--- config.mk ---
export PLATFORM = sky130hd
export DESIGN_NAME = guia_0704_seq
export DESIGN_NICKNAME = d
export VERILOG_FILES = /design/src/rtl/guia_seq_pkg.sv /design/src/rtl/guia_logic_ref.sv /design/src/rtl/guia_0704_seq.sv
export SDC_FILE = /design/constraint.sdc
export NUM_CORES = 1
export LEC_CHECK = 0
export ABC_AREA = 0
export CORE_AREA = 2 2 47 49
export CTS_CLUSTER_DIAMETER = 100
export DETAILED_ROUTE_END_ITERATION = 16
export DIE_AREA = 0 0 49 51
export PLACE_DENSITY = 0.6
export SYNTH_ARGS = -nofsm -noshare
export SYNTH_HDL_FRONTEND = slang
export SYNTH_HIERARCHICAL = 1
export SYNTH_SLANG_ARGS = --single-unit
--- constraint.sdc ---
create_clock -name clk -period 2.2 [get_ports clk]
set_clock_uncertainty 0.2 [all_clocks]
set_input_delay 0.44 -clock clk [delete_from_list [all_inputs] [get_ports clk]]
set_output_delay 0.44 -clock clk [all_outputs]
set_load 0.02 [all_outputs]
--- src/rtl/guia_seq_pkg.sv ---
// guia_seq_pkg: shared FSM states, logic-unit operation codes and last vector index.
package guia_seq_pkg;
    typedef enum logic [1:0] {IDLE, DRIVE, SAMPLE, DONE} state_t;
    localparam logic [1:0] OP_AND  = 2'b00;
    localparam logic [1:0] OP_OR   = 2'b01;
    localparam logic [1:0] OP_NAND = 2'b10;
    localparam logic [1:0] OP_NOR  = 2'b11;
    localparam logic [3:0] LAST_IDX = 4'd15;
endpackage

--- src/rtl/guia_logic_ref.sv ---
// guia_logic_ref: expected output of the AND/OR/NAND/NOR logic unit.
module guia_logic_ref
    import guia_seq_pkg::*;
(
    input  logic       a,
    input  logic       b,
    input  logic [1:0] sel,
    output logic       exp
);
    always_comb exp = sel == OP_AND  ?  (a & b) :
                      sel == OP_OR   ?  (a | b) :
                      sel == OP_NAND ? ~(a & b) : ~(a | b);
endmodule

--- src/rtl/guia_0704_seq.sv ---
// guia_0704_seq: 16-vector logic-unit sequencer; GUIA_SEQ_SELFCHECK_EN adds compare and err_count.
module guia_0704_seq
    import guia_seq_pkg::*;
(
    input  logic       clk,
    input  logic       rst_n,
    input  logic       start,
    input  logic       hold,
    input  logic       result,
    output logic       a,
    output logic       b,
    output logic       chave1,
    output logic       chave2,
    output logic       busy,
    output logic       done,
    output logic [3:0] vec_idx,
    output logic [4:0] err_count,
    output logic       pass
);
    state_t     state, state_nxt;
    logic [3:0] idx_nxt;
    logic [4:0] err_nxt;
    logic       pass_nxt;
    logic       mismatch;
`ifdef GUIA_SEQ_SELFCHECK_EN
    logic exp;
    guia_logic_ref u_ref (
        .a   (a),
        .b   (b),
        .sel ({chave1, chave2}),
        .exp (exp)
    );
    assign mismatch = result != exp;
    always_ff @(posedge clk or negedge rst_n)
        if (!rst_n) err_count <= '0;
        else        err_count <= err_nxt;
`else
    logic unused_result;
    assign unused_result = result;
    assign mismatch = 1'b0;
    assign err_count = '0;
`endif
    assign {a, b, chave1, chave2} = vec_idx;
    assign busy = state == DRIVE || state == SAMPLE;
    assign done = state == DONE;
    // err_nxt stays 0 without the checker, so pass rises unconditionally at DONE
    always_comb begin
        state_nxt = state;
        idx_nxt   = vec_idx;
        err_nxt   = err_count;
        pass_nxt  = pass;
        case (state)
            IDLE: if (start) begin
                state_nxt = DRIVE;
                idx_nxt   = '0;
                err_nxt   = '0;
                pass_nxt  = 1'b0;
            end
            DRIVE: state_nxt = hold ? DRIVE : SAMPLE;
            SAMPLE: if (!hold) begin
                err_nxt   = err_count + {4'd0, mismatch};
                state_nxt = vec_idx == LAST_IDX ? DONE : DRIVE;
                idx_nxt   = vec_idx == LAST_IDX ? vec_idx : vec_idx + 4'd1;
                pass_nxt  = vec_idx == LAST_IDX ? err_nxt == '0 : pass;
            end
            default: state_nxt = IDLE;
        endcase
    end
    always_ff @(posedge clk or negedge rst_n)
        if (!rst_n) begin
            state   <= IDLE;
            vec_idx <= '0;
            pass    <= 1'b0;
        end else begin
            state   <= state_nxt;
            vec_idx <= idx_nxt;
            pass    <= pass_nxt;
        end
endmodule

Yosys cells after proc, flatten, opt, wreduce, memory -nomap -nowiden
Cells that the tools add are included.
{ "totals": {"regBits": 7, "inputBits": 5, "output_inout_bits": 16, "word_cells": 31} }
{ "op_classes": {"add_sub_neg": 1, "n_eq_ne": 8, "muxes": 13, "reduce_logical": 6} }
{ "op_table": {"columns": ["operator", "n"], "rows": [
  ["2-to-1 mux 4 bit", 3],
  ["2-to-1 mux 2 bit", 4],
  ["case mux 4 bit (2 select lines)", 1],
  ["AND reduction 4 bit", 2],
  ["!= test 2 bit (second input constant)", 3],
  ["case mux 2 bit (3 select lines)", 1],
  ["adder 4 x 1 -> 4 bit (second input constant)", 1],
  ["== test 2 bit (second input constant)", 2],
  ["== test 4 bit (second input constant)", 1],
  ["2-to-1 mux 1 bit", 3],
  ["== test 2 x 1 -> 1 bit (second input constant)", 1],
  ["logical NOT 2 bit", 1],
  ["!= test 2 x 1 -> 1 bit (second input constant)", 1],
  ["case mux 1 bit (2 select lines)", 1],
  ["AND reduction 2 bit", 1],
  ["nonzero test 2 bit", 1],
  ["logical OR 1 bit", 1]
]} }

Longest topological paths before layout
{ "depth": {"ltp_word": 4, "depth_mapped": 6, "depth_no_buf": 6} }

Worst setup path after synthesis
No wires, ideal clock.
{ "synth_timing": {"kind": "register -> register", "startpoint": "reg state[0]", "endpoint": "reg vec_idx[0]", "setup_ns": 0.125, "t_arrival_ns": 1.554, "t_required_ns": 1.875, "path_slack_ns": 0.322, "path_stages_with_launch": 7, "n_path_buf": 0, "period_less_slack_ns": 1.878, "cell_sequence": "dfrtp_1 inv_1 ha_1 or2b_2 o211ai_2 a21o_2 mux2_2"} }
{ "synth_via": {"elab_chain_cells": 3, "elab_cells_between_ends": 8, "classes_between": "4 x eq/ne; 1 x mux; 3 x reduce/logical"} }
{ "synth_lines": {"columns": ["item", "line", "text"], "rows": [
  ["start: declaration", "guia_0704_seq.sv:20", "state_t state, state_nxt;"],
  ["start signal: assignment", "guia_0704_seq.sv:75", "state <= state_nxt;"],
  ["== test 2 bit or logical NOT 2 bit (tied branches)", null, null],
  ["!= test 2 bit (no line) or nonzero test 2 bit (tied branches)", null, null],
  ["AND reduction 4 bit (no line)", null, null],
  ["end signal: assignment", "guia_0704_seq.sv:76", "vec_idx <= idx_nxt;"],
  ["end: declaration", "guia_0704_seq.sv:16", "output logic [3:0] vec_idx,"]
]} }
Several ways; a longest one is shown, not always the timed one.
A chain may end at the register's enable or synchronous reset.

Final worst setup path
{ "layout_timing": {"startpoint": "reg state[1]", "endpoint": "out done"} }
{ "layout_via": {"elab_chain_cells": 1} }
{ "layout_lines": {"columns": ["item", "line", "text"], "rows": [
  ["== test 2 bit", "guia_0704_seq.sv:45", "assign done = state == DONE;"],
  ["end: declaration", "guia_0704_seq.sv:15", "output logic done,"]
]} }
Every way passes these cells.

==> metrics.txt <==
# TYPE chip_impl_metric gauge
chip_impl_info{name="result_of_the_run",value="complete, no violations"} 1
chip_impl_info{name="combinational_family_with_the_most_area_after_synthesis",value="simple AND/OR/NAND/NOR gates"} 1
chip_impl_metric{name="io_pins",unit=""} 21
chip_impl_metric{name="leakage",unit="nW"} 0.321
chip_impl_info{name="mostFrequentLayoutCells",value="sky130_fd_sc_hd__clkdlybuf4s50_1 (13), sky130_fd_sc_hd__ha_1 (7), sky130_fd_sc_hd__dfrtp_1 (7)"} 1
chip_impl_metric{name="die_y",unit="microns"} 51
chip_impl_metric{name="io_buffer_count",unit=""} 14
chip_impl_metric{name="cts_htree_levels",unit=""} 1
chip_impl_metric{name="initial_utilization",unit="%"} 27.1
chip_impl_metric{name="final_design_area_no_fill",unit="sq um"} 707
chip_impl_metric{name="area_fraction_in_and_or_nand_and_nor_cells_after_synthesis",unit="%"} 19.2
chip_impl_metric{name="fin_crit_sh",unit="%"} 93.3
chip_impl_metric{name="tot_pwr",unit="uW"} 801
chip_impl_metric{name="fin_ws",unit="ps"} 147
chip_impl_metric{name="timing.critical_path.required",unit="ps"} 1560
chip_impl_metric{name="antenna_cells_inserted",unit=""} 0
chip_impl_metric{name="final-hold-violation-count",unit=""} 0
chip_impl_metric{name="setup_tns",unit="ps"} 0
chip_impl_metric{name="core.rowCount",unit=""} 17
chip_impl_info{name="post_synth_main_area_contributors",value="sky130_fd_sc_hd__dfrtp_1 (31%), sky130_fd_sc_hd__ha_1 (16%), sky130_fd_sc_hd__buf_4 (12%), sky130_fd_sc_hd__mux2_2 (4.0%), sky130_fd_sc_hd__nand2_1 (4.0%)"} 1
chip_impl_metric{name="fmax",unit="GHz"} 0.487
chip_impl_metric{name="grt_overflow_total",unit=""} 0
chip_impl_metric{name="sink_count",unit=""} 7
chip_impl_metric{name="final_core_util",unit="%"} 34.3
chip_impl_metric{name="synth_top_area_share",unit="%"} 31.3
chip_impl_metric{name="timing.final.max_slew_violations",unit=""} 0
chip_impl_metric{name="grt_max_degree",unit=""} 9
chip_impl_metric{name="max_cap_viols",unit=""} 0
chip_impl_metric{name="area_growth_syn_to_layout",unit="%"} 26.4
chip_impl_metric{name="antenna_found_initial",unit=""} 0
chip_impl_metric{name="critical_path_maximum_fanout",unit=""} 5
chip_impl_metric{name="yosys-mux-area-fraction",unit="%"} 4.03
chip_impl_metric{name="dr.pass1.iters",unit=""} 4
chip_impl_info{name="setup_repair_after_global_routing_missed_its_margin",value="no"} 1
chip_impl_metric{name="placed_area",unit="sq um"} 682
chip_impl_metric{name="cts.reportedPaths.clkPinSlew",unit="ps"} 50
chip_impl_metric{name="detailedPlacementHpwl",unit="microns"} 796
chip_impl_metric{name="finalHoldWorstSlack",unit="ps"} 251
chip_impl_metric{name="drt_iter0_drc",unit=""} 6
chip_impl_metric{name="total_number_of_vias",unit=""} 432
chip_impl_metric{name="detailedPlace.worstSlack",unit="ps"} 120
chip_impl_metric{name="final_period_minus_worst_setup_slack",unit="ps"} 2050
chip_impl_metric{name="die_w",unit="microns"} 49
chip_impl_metric{name="hold_buffers",unit=""} 0
chip_impl_metric{name="fin_cells",unit=""} 100
chip_impl_metric{name="yosys.area_share.adder",unit="%"} 15.7
chip_impl_metric{name="post_synth.cell_area_avg",unit="sq um"} 9.48
chip_impl_info{name="clock_tree_from_tritoncts",value="yes"} 1
chip_impl_info{name="critical_path_class",value="register to primary output"} 1
chip_impl_metric{name="yosysSeqAreaShare",unit="%"} 31.3
chip_impl_metric{name="number_of_remaining_drc_errors",unit=""} 0
chip_impl_metric{name="grt_first_pass_wirelength",unit="microns"} 1780
chip_impl_info{name="synth_top_cell_by_area",value="sky130_fd_sc_hd__dfrtp_1"} 1
chip_impl_metric{name="numPlacedInstances",unit=""} 96
chip_impl_metric{name="clk_latency",unit="ps"} 250
chip_impl_metric{name="cts-resized-gates",unit=""} 1
chip_impl_metric{name="arrival_time_of_the_worst_setup_path",unit="ps"} 1410
chip_impl_metric{name="coreArea",unit="sq um"} 2060
chip_impl_metric{name="fp.dieArea",unit="sq um"} 2500
chip_impl_metric{name="power.density_cell_area",unit="nW/um^2"} 1130
chip_impl_metric{name="global_route.usage.total",unit="%"} 9.88
chip_impl_metric{name="post_synth_instance_area",unit="sq um"} 559
chip_impl_metric{name="post_synth_num_cell_types",unit=""} 26
chip_impl_metric{name="synth_xor_xnor_area_share",unit="%"} 0
chip_impl_metric{name="drive_above_1_share",unit="%"} 15.3
chip_impl_metric{name="detail_route.wirelength",unit="microns"} 1000
chip_impl_info{name="clockRootBuffer",value="sky130_fd_sc_hd__clkbuf_4"} 1
chip_impl_metric{name="ant_nets",unit=""} 0
chip_impl_metric{name="rr_worst_depth",unit=""} 6
chip_impl_info{name="hold_path.class",value="input pin to async pin"} 1
chip_impl_metric{name="cts_inserted_buffers",unit=""} 3
chip_impl_metric{name="finalSetupViolations",unit=""} 0
chip_impl_metric{name="worst_ir_drop_vdd",unit="V"} 0.000331
chip_impl_metric{name="clock_tree.buffer_depth",unit=""} 2
chip_impl_metric{name="synth-seq-cells",unit=""} 7
chip_impl_metric{name="post_cts_buffers",unit=""} 0
chip_impl_info{name="critical_path.startpoint_type",value="register"} 1
chip_impl_metric{name="synthesis.yosys.warnings",unit=""} 6
chip_impl_metric{name="globalplace.congestion",unit=""} 0.786
chip_impl_metric{name="postSynthCellCount",unit=""} 59
chip_impl_metric{name="viasPerCell",unit=""} 4.32
chip_impl_metric{name="number_of_global_route_vias_before_repair",unit=""} 401
chip_impl_metric{name="synth_area_in_compound_gates",unit="%"} 15.7
chip_impl_metric{name="design.final.nets",unit=""} 85
chip_impl_info{name="setup.worst_path.end_class",value="primary output"} 1
chip_impl_info{name="mostFrequentLayoutCell",value="sky130_fd_sc_hd__clkdlybuf4s50_1"} 1
chip_impl_metric{name="route.detailed.wl_per_inst",unit="microns"} 10.0
## state kept, by name, summed over array words and instances, names as in the netlist
register,count
pass,1
state,2
vec_idx,4
## worst max-delay path, cell delays in order (launching register included)
cell and delay, ps:
sky130_fd_sc_hd__dfrtp_1 400, sky130_fd_sc_hd__ha_1 170, sky130_fd_sc_hd__clkdlybuf4s50_1 590
## metal layers
layer  wire (microns)  GRT usage (%)  up-vias
met5                0              0        -
met4               10           4.29        0
met3               90           6.43        2
met2              490           15.3       15
met1              411           10.6      197
li1                 -              -      218
## where the power goes
group | internal [mW] | switching (mW)
registers | 0.167 | 0.0437
logic | 0.215 | 0.257
clock network | 0.0693 | 0.0485
## Yosys cell counts, drive strengths merged
| master | instances |
|---|---|
| nand2 | 6 |
| o211ai | 1 |
| a21o | 1 |
| and3 | 2 |
| inv | 2 |
| dfrtp | 7 |
| or2b | 1 |
| nor2b | 2 |
| nor2 | 1 |
| a32oi | 1 |
| conb | 1 |
| o21ai | 3 |
| a22o | 1 |
| mux2 | 2 |
| nand3b | 1 |
| nand3 | 3 |
| nand2b | 1 |
| a211oi | 1 |
| o311ai | 1 |
| ha | 7 |
| and2 | 1 |
| buf | 9 |
| o22ai | 1 |
| a21oi | 2 |
| or4b | 1 |
## worst paths after layout
path	start	endpoint	slack, ps
setup reg to reg	state[0]$_DFFE_PN0P_	vec_idx[0]$_DFFE_PN0P_	190
hold reg to reg	pass$_DFFE_PN0P_	pass$_DFFE_PN0P_	320
hold / removal	rst_n	vec_idx[3]$_DFFE_PN0P_	250
max in group asynchronous	rst_n	state[1]$_DFFE_PN0P_	1290
setup / recovery	state[1]$_DFFE_PN0P_	done	150
min in group clk	pass$_DFFE_PN0P_	pass$_DFFE_PN0P_	320
## layout make-up
type	count	area, sq um
sequential	7	175
timing repair buffer	14	139
fill	230	1360
tap	28	35.0
multi-input combinational	45	324
inverter	2	7.51
clock buffer	4	26.3
## cell families after synthesis
logic type / count (synthesis)
fa+ha+maj: 7
compound gates: 12
other cells: 1
flops: 7
buf+inv: 11
simple gates: 19
mux: 2
No activity file was read; power rests on OpenSTA's default activity.
